File: src/rtl/seq_gen_pkg.sv
// Shared types and constants for the serial pattern transmitter and its users.
package seq_pkg;

  typedef enum logic {
    IDLE,
    SEND
  } seq_state_e;

  localparam int unsigned SEQ_WIDTH = 12;

  // Target word of the downstream sequence detector.
  localparam logic [SEQ_WIDTH-1:0] SEQ_PATTERN = 12'b1110_1101_1011;

endpackage

File: src/rtl/seq_gen_if.sv
// Load handshake between a word producer and seq_gen.
interface seq_gen_if #(
  parameter int unsigned WIDTH = 12,
  parameter int unsigned CNT_W = 4
);
  logic             load_valid;
  logic             load_ready;
  logic [WIDTH-1:0] load_data;
  logic [CNT_W-1:0] load_reps;

  modport master (
    output load_valid,
    output load_data,
    output load_reps,
    input  load_ready
  );

  modport slave (
    input  load_valid,
    input  load_data,
    input  load_reps,
    output load_ready
  );
endinterface

File: src/rtl/seq_gen_piso.sv
// Parallel-in serial-out shift register; load wins over shift, bit 0 leaves first.
module seq_piso #(
  parameter int unsigned WIDTH = 12
) (
  input  logic             clk,
  input  logic             reset,
  input  logic             load,
  input  logic             shift_en,
  input  logic [WIDTH-1:0] din,
  output logic             sout
);
  logic [WIDTH-1:0] shift_q, shift_d;

  always_comb begin
    shift_d = shift_q;
    if (load) begin
      shift_d = din;
    end else if (shift_en) begin
      shift_d = shift_q >> 1;
    end
  end

  always_ff @(posedge clk or posedge reset) begin
    if (reset) begin
      shift_q <= '0;
    end else begin
      shift_q <= shift_d;
    end
  end

  assign sout = shift_q[0];
endmodule

File: src/rtl/seq_gen.sv
// Serial pattern transmitter: sends a loaded word LSB-first (reps+1) times back to back.
module seq_gen
  import seq_pkg::*;
#(
  parameter int unsigned WIDTH = SEQ_WIDTH,
  parameter int unsigned CNT_W = 4
) (
  input  logic     clk,
  input  logic     reset,
  seq_gen_if.slave ld,
  input  logic     abort,
  output logic     ser_out,
  output logic     ser_valid,
  output logic     ser_last,
  output logic     busy
);
  localparam int unsigned BIT_W = $clog2(WIDTH);
  localparam logic [BIT_W-1:0] LAST_BIT = BIT_W'(WIDTH - 1);

  seq_state_e       state_q, state_d;
  logic [WIDTH-1:0] hold_q, hold_d;
  logic [BIT_W-1:0] bit_q, bit_d;
  logic [CNT_W-1:0] rep_q, rep_d;

  logic             piso_load, piso_shift, piso_bit;
  logic [WIDTH-1:0] piso_din;
  logic             sending, last_bit, final_bit, accept;

  assign sending   = (state_q == SEND);
  assign last_bit  = (bit_q == LAST_BIT);
  assign final_bit = sending && last_bit && (rep_q == '0);
  // Abort in SEND blocks a simultaneous load even on the final bit.
  assign accept    = ld.load_valid && ld.load_ready && !(sending && abort);

  always_comb begin
    state_d    = state_q;
    hold_d     = hold_q;
    bit_d      = bit_q;
    rep_d      = rep_q;
    piso_load  = 1'b0;
    piso_shift = 1'b0;
    piso_din   = hold_q;
    unique case (state_q)
      IDLE: begin
        if (accept) begin
          state_d   = SEND;
          hold_d    = ld.load_data;
          rep_d     = ld.load_reps;
          bit_d     = '0;
          piso_load = 1'b1;
          piso_din  = ld.load_data;
        end
      end
      SEND: begin
        if (abort) begin
          state_d = IDLE;
        end else if (!last_bit) begin
          piso_shift = 1'b1;
          bit_d      = bit_q + 1'b1;
        end else if (rep_q != '0) begin
          piso_load = 1'b1;
          rep_d     = rep_q - 1'b1;
          bit_d     = '0;
        end else if (accept) begin
          hold_d    = ld.load_data;
          rep_d     = ld.load_reps;
          bit_d     = '0;
          piso_load = 1'b1;
          piso_din  = ld.load_data;
        end else begin
          state_d = IDLE;
        end
      end
      default: state_d = IDLE;
    endcase
  end

  always_ff @(posedge clk or posedge reset) begin
    if (reset) begin
      state_q <= IDLE;
      hold_q  <= '0;
      bit_q   <= '0;
      rep_q   <= '0;
    end else begin
      state_q <= state_d;
      hold_q  <= hold_d;
      bit_q   <= bit_d;
      rep_q   <= rep_d;
    end
  end

  seq_piso #(.WIDTH(WIDTH)) u_piso (
    .clk      (clk),
    .reset    (reset),
    .load     (piso_load),
    .shift_en (piso_shift),
    .din      (piso_din),
    .sout     (piso_bit)
  );

  assign ld.load_ready = (state_q == IDLE) || final_bit;
  assign busy          = sending;
  assign ser_valid     = sending;
  assign ser_out       = sending && piso_bit;
  assign ser_last      = final_bit;
endmodule
File: src/flat_wrapper.sv
// flat-port wrapper written by rule: the top's interface ports become plain ports
module seq_gen_flat import seq_pkg::*;
#(
  parameter int unsigned WIDTH = SEQ_WIDTH,
  parameter int unsigned CNT_W = 4
)
  (clk, reset, abort, ser_out, ser_valid, ser_last, busy, ld_load_valid, ld_load_data, ld_load_reps, ld_load_ready);
  seq_gen_if #(.WIDTH(WIDTH), .CNT_W(CNT_W)) ld_i ();
  input  logic clk;
  input  logic reset;
  input  logic abort;
  output logic ser_out;
  output logic ser_valid;
  output logic ser_last;
  output logic busy;
  input wire logic [$bits(ld_i.load_valid)-1:0] ld_load_valid;
  input wire logic [$bits(ld_i.load_data)-1:0] ld_load_data;
  input wire logic [$bits(ld_i.load_reps)-1:0] ld_load_reps;
  output wire logic [$bits(ld_i.load_ready)-1:0] ld_load_ready;
  assign ld_i.load_valid = ld_load_valid;
  assign ld_i.load_data = ld_load_data;
  assign ld_i.load_reps = ld_load_reps;
  assign ld_load_ready = ld_i.load_ready;
  seq_gen #(.WIDTH(WIDTH), .CNT_W(CNT_W)) u_core (.clk(clk), .reset(reset), .ld(ld_i), .abort(abort), .ser_out(ser_out), .ser_valid(ser_valid), .ser_last(ser_last), .busy(busy));
endmodule
File: config.mk
export PLATFORM = sky130hd
export DESIGN_NAME = seq_gen_flat
export DESIGN_NICKNAME = d
export VERILOG_FILES = /design/src/rtl/seq_gen_pkg.sv /design/src/rtl/seq_gen_if.sv /design/src/rtl/seq_gen_piso.sv /design/src/rtl/seq_gen.sv /design/src/flat_wrapper.sv
export SDC_FILE = /design/constraint.sdc
export NUM_CORES = 1
export LEC_CHECK = 0
export ABC_AREA = 1
export BUFFER_PORTS_ARGS = -buffer_cell sky130_fd_sc_hd__buf_2
export CAP_MARGIN = 30
export CORE_MARGIN = 2
export CORE_UTILIZATION = 51
export DETAILED_ROUTE_END_ITERATION = 10
export PLACE_DENSITY = 0.84
export SLEW_MARGIN = 20
export SYNTH_ARGS = -nofsm -noshare
export SYNTH_HDL_FRONTEND = slang
export SYNTH_SLANG_ARGS = --single-unit
File: constraint.sdc
create_clock -name clk -period 1.55 [get_ports clk]
set_input_delay 0.155 -clock clk [delete_from_list [all_inputs] [get_ports clk]]
set_output_delay 0.155 -clock clk [all_outputs]
set_load 0.005 [all_outputs]
==> impl.org, run 1 <==
** Floorplanning
- Initial standard-cell utilization of the core :: 53.76%
- IO Count :: 25
- The floorplan step defined a die boundary enclosing 4037 µm².
- Chip height :: 63.54 µm
- Number of rows in the core area :: 21
- Measured along the x axis, the die boundary spans 63.54 µm.
- Total core area :: 3363 µm²

** Timing
- After layout, the worst path uses 105.4% of the clock period.
- At the pin with the least slew margin, the transition time is around 0.42 ns.
- After layout, the worst setup slack is -0.08310 ns.
- F_max :: 612.3 MHz
- Hold slack final :: 0.03223 ns
- Final slew viol count :: 0
- Fin crit period :: ~1.6 ns
- Setup violations remaining at the end of the flow were counted as 18.
- Unrepaired setup endpoints after global routing :: yes
- The total count of hold-check failures in the final report came to 0.
- Headroom to the max-slew limit came out at 71.75%.
- Across the routed clock network, the largest skew measured is 0.01788 ns.

** Placed design
- OpenSTA, run right after detailed placement, puts the worst setup slack at -0.1238 ns.
- Cell area after placement :: 2008 µm²
- Last weighted congestion value of the routability-driven placer :: 0.8056
- Once detailed placement completed, the half-perimeter wirelength came to 2703 µm.
- Count of input and output buffers :: 24

** CTS
- CTS tree :: done
- Maximum clock path buffer count :: 2
- The clock reaches the later pin of the worst-skew pair after 0.35 ns.
- After clock tree synthesis, the clock-pin slew on the worst setup and hold paths is 0.11 ns.
- CTS built an H-tree with a depth of 2.
- CTS placed an instance of clkbuf_4 at the clock tree root.
- Clock tree synthesis inserted a total of 5 buffers.
- The clock drives 33 sinks.

** Run status
- The flow ran to the end, but the final reports show violations.
- Failing checks :: setup timing

** Power
- Tot Pwr :: 4895 µW
- Summed over all cells, the static leakage comes to 0.001134 µW.
- Worst supply voltage drop on vdd :: 1.266 mV
- Dividing total power by cell area gives a power density of between 2000 and 2500 nW/µm².

** Detailed routing
- Via density per instance :: ~5.3
- Drt drc :: 0
- Detailed Routing Iterations Pass 1 :: 4
- Number of design-rule violations left by the first detailed-router iteration :: 123
- In the final routed layout, each cell accounts on average for 14.31 µm.
- After detailed routing, the total wire length is 4435 µm.
- Antenna-violating nets left :: 0
- The final route contains 1649 vias.

** Synthesis
- Summed over all instances, the cell type with the most area after synthesis is dfrtp_1.
- Sequential cells were found to cover a little under half of the synthesized design area.
- Number of nets produced by synthesis :: 242
- Post-synthesis register bit count :: 33
- The synthesized design devotes to its leading area cell type between 40 and 50% of total area.
- By area the synthesized netlist is led by dfrtp_1 46%, inv_1 7.3%, nand2_1 5.6%, nand3_1 5.0%, o21ai_0 4.7%.
- Counting distinct cell types in the post-synthesis netlist gives 32.
- After synthesis the cells add up to around 1800 µm².
- Total of warnings raised by yosys :: 0
- Synthesis produced around 220 cells.
- Post-Syn Area per Cell :: approximately 8.3 µm²

** Worst setup path
- Arrival time of the worst setup path :: between 1.5 and 2 ns
- Data on the critical path is required at its endpoint by 1.78 ns.
- STA classifies the critical path endpoint as a flop.
- Of all nets on the critical path, the largest fanout is 15.
- STA classifies the critical path startpoint as a flop.
- Reg2reg setup slack :: -0.08 ns
- The worst setup path is of the flop to flop kind.

** Layout
- Post-route standard cell area excluding fillers :: 2311 µm²
- Of the cells placed in the final design, the portion with a size suffix greater than 1 is 32.95%.
- Total area of sequential cells :: 827.0 µm²
- Count of fill cells added during filler insertion :: 280
- Relative to the synthesized area, the layout overhead comes to 27.82%.
- Antenna diode count :: 0
- Once layout is complete, the utilization of the core stands at between 60% and 70%.
- The final layout contains ~290 nets.
- Summing all multi-input logic gate instances after layout gives roughly 910 µm².

** Global route
- The number of antenna violations at the first check in global routing was 0.
- The number of global-route vias before repair is 1621.
- Overall routing resource usage :: ~23%
- Entering global routing, the biggest net connects 34 pins.
- Wire length of the first global-routing pass :: 7058 µm
- Global-route congestion overflow total :: 0

** Min path
- Class of the tightest hold or removal check :: input pin to flop

** Run
- The tool flagged a number of max-cap violations equal to 0.
placed cells by master, fill, tap and decap left out, drive strengths merged:
cell type | synthesis | layout
o21ai | 20 | 20
a21oi | 13 | 13
dfrtp | 33 | 33
a21boi | 1 | 1
xor2 | 1 | 1
a31oi | 1 | 1
nand4 | 11 | 11
o221ai | 1 | 1
or2 | 1 | 1
clkinv | 0 | 2
clkbuf | 2 | 6
nand2 | 31 | 32
o21bai | 2 | 2
and2 | 11 | 11
inv | 38 | 38
nand3 | 21 | 21
nor2 | 14 | 14
nor3 | 3 | 3
o22ai | 1 | 1
ha | 3 | 3
buf | 9 | 46
xnor2 | 2 | 2
dlygate4sd3 | 0 | 1
Yosys cell counts, drive strengths merged:
library cell and count:
or2 1, xor2 1, nand2 31, nand3 21, inv 38, a21boi 1
o21bai 2, nand4 11, o221ai 1, nor3 3, ha 3, o22ai 1
a31oi 1, clkbuf 2, a21oi 13, xnor2 2, and2 11, o21ai 20
buf 9, dfrtp 33, nor2 14
registers in the layout, indices dropped and copies added (netlist names):
signal                 count
u_core.bit_q               4
u_core.busy                1
u_core.hold_q             12
u_core.rep_q               4
u_core.u_piso.shift_q     12
cells by family after synthesis:
kind of cell	share of synthesized area, %
flops	45.67
fa+ha+maj	2.076
simple gates	26.16
compound gates	13.01
buf+inv	11.63
xor+xnor	1.454
metrics by stage:
step / setup TNS (ns) / std cells
6_report: -0.9060 / 310
5_1_grt: -2.193 / 310
4_1_cts: -0.1748 / 306
3_5_place_dp: -0.9378 / 290
3_3_place_gp: -0.1958 / 290
2_1_floorplan: 0 / 219
what timing repair did:
| action | CTS | global route |
|---|---|---|
| gates resized for setup | 20 | 24 |
| hold endpoints to repair | 33 | 0 |
| setup buffers | 6 | 3 |
| setup endpoints to repair | 19 | 32 |
| cloned | 1 | 1 |
| pin swaps | 3 | 12 |
| hold buffers | 1 | 0 |
cell type report:
type / instances / share of cell area [%]
multi-input combinational: 138 / 39.25
tap: 46 / 2.491
inverter: 38 / 6.497
timing repair buffer: 47 / 13.75
sequential: 33 / 35.79
clock inverter: 2 / 0.4331
clock buffer: 6 / 1.787
critical path, stage by stage (launching register included):
cell,delay (ns)
dfrtp_1,0.43
ha_4,0.17
nand3_4,0.12
nand2_4,0.12
nand2_4,0.06
a21oi_4,0.22
inv_6,0.11
buf_4,0.15
nand3_1,0.06
nand2_1,0.08
metal layers:
layer / up-vias / track usage (%) / routed length [µm]
met1: 787 / 27.69 / 1898
li1: 797 / - / -
met3: 15 / 5.893 / 217
met2: 50 / 38.55 / 2218
met4: 0 / 8.696 / 100
met5: - / 0 / 0
report_power, final:
group / switching [µW] / total [µW] / internal [µW]
sequential: 253 / 1540 / 1290
combinational: 1620 / 2880 / 1250
clock: 304 / 477 / 173
worst paths after layout:
check | startpoint | to | depth (start not counted)
max | u_core.bit_q[1]$_DFFE_PP0N_ | u_core.bit_q[1]$_DFFE_PP0N_ | 9
min | ld_load_data[11] | u_core.hold_q[11]$_DFF_PP0_ | 3
max reg2reg | u_core.bit_q[1]$_DFFE_PP0N_ | u_core.bit_q[1]$_DFFE_PP0N_ | 9
min reg2reg | u_core.u_piso.shift_q[6]$_DFFE_PP0P_ | u_core.u_piso.shift_q[6]$_DFFE_PP0P_ | 2
max in group asynchronous | reset | u_core.busy$_DFF_PP0_ | 4
min in group asynchronous | reset | u_core.rep_q[0]$_DFFE_PP0P_ | 4
(Power assumes the default switching activity.)
==> run 2, diff against run 1 <==
Settings changed: CORE_UTILIZATION 51 to 50, PLACE_DENSITY 0.84 to 0.83.
==> run 2 against run 1 <==
Net effect: the run still ends with setup timing left; cell count up 0.32%; clock skew down 0.0070 ns; via count down 0.12%; utilization up 1.1 points; sequential share of layout area down 1.1 points; die area up 1.9%.
==> impl.org, run 2 (synthesized netlist as in run 1, its figures left out) <==
** CTS
- At the later pin of the worst-skew pair, clock insertion delay measures 0.36 ns.
- CTS tree :: done
- H-tree depth :: 2
- In this run the clock root is driven by a clkbuf_4.
- Clock-pin slew was measured on the worst setup and hold paths at 0.11 ns.
- No sink is reached through more buffers than the 2 on the longest clock path.
- For this design, the sink count on the clock tree is 33.
- Num CTS Buffers :: 5

** Global route
- For this run the aggregate overflow at the end of global routing stands at 0.
- Global routing used 22.18% of the available tracks.
- The number of antenna violations at the first check in global routing is 0.
- Largest net degree at the start of global routing :: 34
- Number of global-route vias before repair :: 1489
- Wire length of the first global-routing pass :: 6879 µm

** Worst setup path
- Among the stages of the critical path, the cell type that occurs most often is nand3_4.
- The cell family contributing the most delay on the critical path is compound AO/OA/AOI/OAI gates.
- Buffers and inverters on the worst path :: 1
- Cells traversed along the worst timing path :: ha_2 > nand3_4 > o21bai_4 > buf_6 > nand3_4 > o21bai_1 > a21boi_2
- The critical path starts at u_core.bit_q[1]$_DFFE_PP0N_.
- CP max stage cell :: dfrtp_1
- Stage delay of the slowest cell on the critical path :: 0.38 ns
- Required time reported for the critical path endpoint :: ~1.8 ns
- The worst setup path is captured at a flop.
- The startpoint identified for the worst register-to-register timing path is u_core.bit_q[1]$_DFFE_PP0N_.
- STA classifies the critical path startpoint as a flop.
- Arrival time of the worst setup path :: between 1.5 and 2 ns
- Highest net fanout along the worst path :: 7
- The setup path with the least slack is of type flop to flop.

** Placed design
- Prior to clock tree synthesis, the placed netlist has a worst setup slack of -0.1100 ns.
- Count of input and output buffers :: 24
- Summed over all nets, the half-perimeter wirelength after detailed placement is ~2700 µm.
- Routability-driven placement finished with a final weighted congestion of ~0.77.
- Summing all placed instances gives a cell area of 2008 µm².
- Post-Place Cells :: 290

** Floorplanning
- From left edge to right edge, the die measures 64.13 µm.
- Area of the die :: 4113 µm²
- The initialized floorplan defines 21 standard-cell rows.
- In this run the count of I/O pins placed on the die edge is 25.
- Initial standard-cell utilization of the core :: 52.93%
- The floorplan step set the die height to 64.13 µm.
- The region available for standard cell placement spans 3416 µm².

** Run
- Max-cap violations in this run came to 0.

** Timing
- Fin crit share :: 106.6%
- The number of max-slew violations in the final report is 0.
- Setup violations remaining at the end of the flow were counted as 23.
- The total count of hold-check failures in the final report came to 0.
- Final worst clock skew :: approximately 0.011 ns
- F_max :: 605.2 MHz
- Setup repair after global routing could not meet its margin everywhere.
- Relative slew slack :: about 72%
- The worst path in the final design needs a cycle of roughly 1.7 ns, including I/O delays and setup.
- Final-layout setup total negative slack :: -1.289 ns
- Worst-margin pin slew :: 0.4196 ns
- Slack of the critical path :: -0.1023 ns

** Detailed routing
- Number of design-rule violations left by the first detailed-router iteration :: 149
- After detailed routing, the met2 layer carries 2318 µm of wire.
- The detailed router put a total of 1944 µm of wire on met1.
- Using the TritonRoute via totals, the vias-per-cell ratio works out to 5.296.
- In the final routed layout, each cell accounts on average for 14.88 µm.
- For this run, design rule violations remaining after detail routing come to 0.
- The count of nets left with antenna violations once routing finished came out at 0.
- The routed design has about 4600 µm of wire.
- After detailed routing, the met3 layer carries 264 µm of wire.
- Total number of vias :: 1647
- Detailed Routing Iterations Pass 1 :: 4
- Signal routing reaches up to met4.

** Run status
- The flow ran to the end, but the final reports show violations.
- The checks that failed: setup timing.

** Layout
- The number of antenna diodes in the final layout is 0.
- Net count of the finished layout :: 287
- The finished cells cover 2384 µm².
- The largest registers in the layout are u_core.hold_q (12), u_core.u_piso.shift_q (12).
- Excluding fillers, the count of instances in the completed layout stands at 311.
- Compared with the post-synthesis result, the final layout area differs by 31.83%.
- Fraction of final layout cells sized beyond drive strength 1 :: between 30% and 40%
- Most common cell after layout, fill and taps aside :: dfrtp_1
- Top library cells by usage in the layout, fill and taps aside :: 32 x dfrtp_1, 31 x inv_1, 25 x nand2_1, 24 x buf_2, 17 x buf_4

** Power
- Cell internal pwr :: 3068 µW
- Sequential fraction of design power :: 28.7%
- Clock power frac :: 15.4%
- Of the total power, the share spent switching nets is 42.35%.
- The share of total power dissipated in combinational logic is 55.9%.
- Power per cell area :: around 2200 nW/µm²
- Summed over all cells, the static leakage comes to 0.001153 µW.
- VDD sags by at most about 1.2 mV.
- The design draws 5321 µW.
- In this run the power spent charging and discharging nets is 2254 µW.

** Min path
- Launch point of the worst hold path :: ld_load_data[11]
- Class of the tightest hold or removal check :: input pin to flop
[run 2: cell count changes in the layout (fill, tap and decap cells not counted), moves of 2 or more]
cell       previous run  this run
bufinv_16             0         2
nand2_1              27        25
nand2_2               0         2
nand3_4               3         5
o21ai_0              12        14
o21ai_1               7         5
[run 2: path summary, 6_finish.rpt]
kind / endpoint / slack (ns) / depth (start not counted)
worst max-delay path: u_core.rep_q[3]$_DFFE_PP0P_ / -0.10 / 7
worst min-delay path: u_core.hold_q[11]$_DFF_PP0_ / 0.04 / 3
worst max register to register: u_core.rep_q[3]$_DFFE_PP0P_ / -0.10 / 7
worst min register to register: u_core.rep_q[1]$_DFFE_PP0P_ / 0.54 / 2
max in group asynchronous: u_core.busy$_DFF_PP0_ / 0.82 / 4
min in group asynchronous: u_core.hold_q[8]$_DFF_PP0_ / 0.41 / 4
[run 2: layer usage]
metal / up-vias / global-route usage [%]
li1: 800 / -
met1: 778 / 28.78
met2: 60 / 36.07
met3: 9 / 4.754
met4: 0 / 9.043
met5: - / 0
[run 2: what timing repair did]
action,in CTS,in global routing
cloned,1,2
pin swaps,2,18
hold buffers,1,0
endpoints found under the setup margin,17,31
gates resized for setup,16,29
buffers inserted,3,7
hold endpoints to repair,33,0
[run 2: final cells by class]
class | count | area (µm²)
Fill cell | 261 | 1032
Multi-Input combinational cell | 139 | 928.4
Sequential cell | 33 | 827.0
Timing Repair Buffer | 47 | 317.8
Inverter | 38 | 150.1
Clock inverter | 3 | 65.06
Tap cell | 46 | 57.56
Clock buffer | 5 | 37.54
[run 2: per-stage QoR]
step	utilization (%)	hold slack [ns]
global route	69.78	0.04405
global placement	58.79	0.2680
detailed placement	58.79	0.2662
CTS	64.54	0.04122
floorplan	-	0.2839
finish	69.78	0.03543
[run 2: worst register-to-register path, stage by stage (launching register included)]
cell	delay, ns
dfrtp_1	0.38
ha_2	0.21
nand3_4	0.13
o21bai_4	0.24
buf_6	0.14
nand3_4	0.14
o21bai_1	0.23
a21boi_2	0.07
[run 2: power by group through the flow]
stage	clock [µW]	sequential, µW	combinational [µW]
detailed placement	0	1510	2150
global placement	0	1490	2080
global route	878	1570	3230
floorplan	0	1450	1660
finish	822	1530	2970
CTS	828	1510	2410
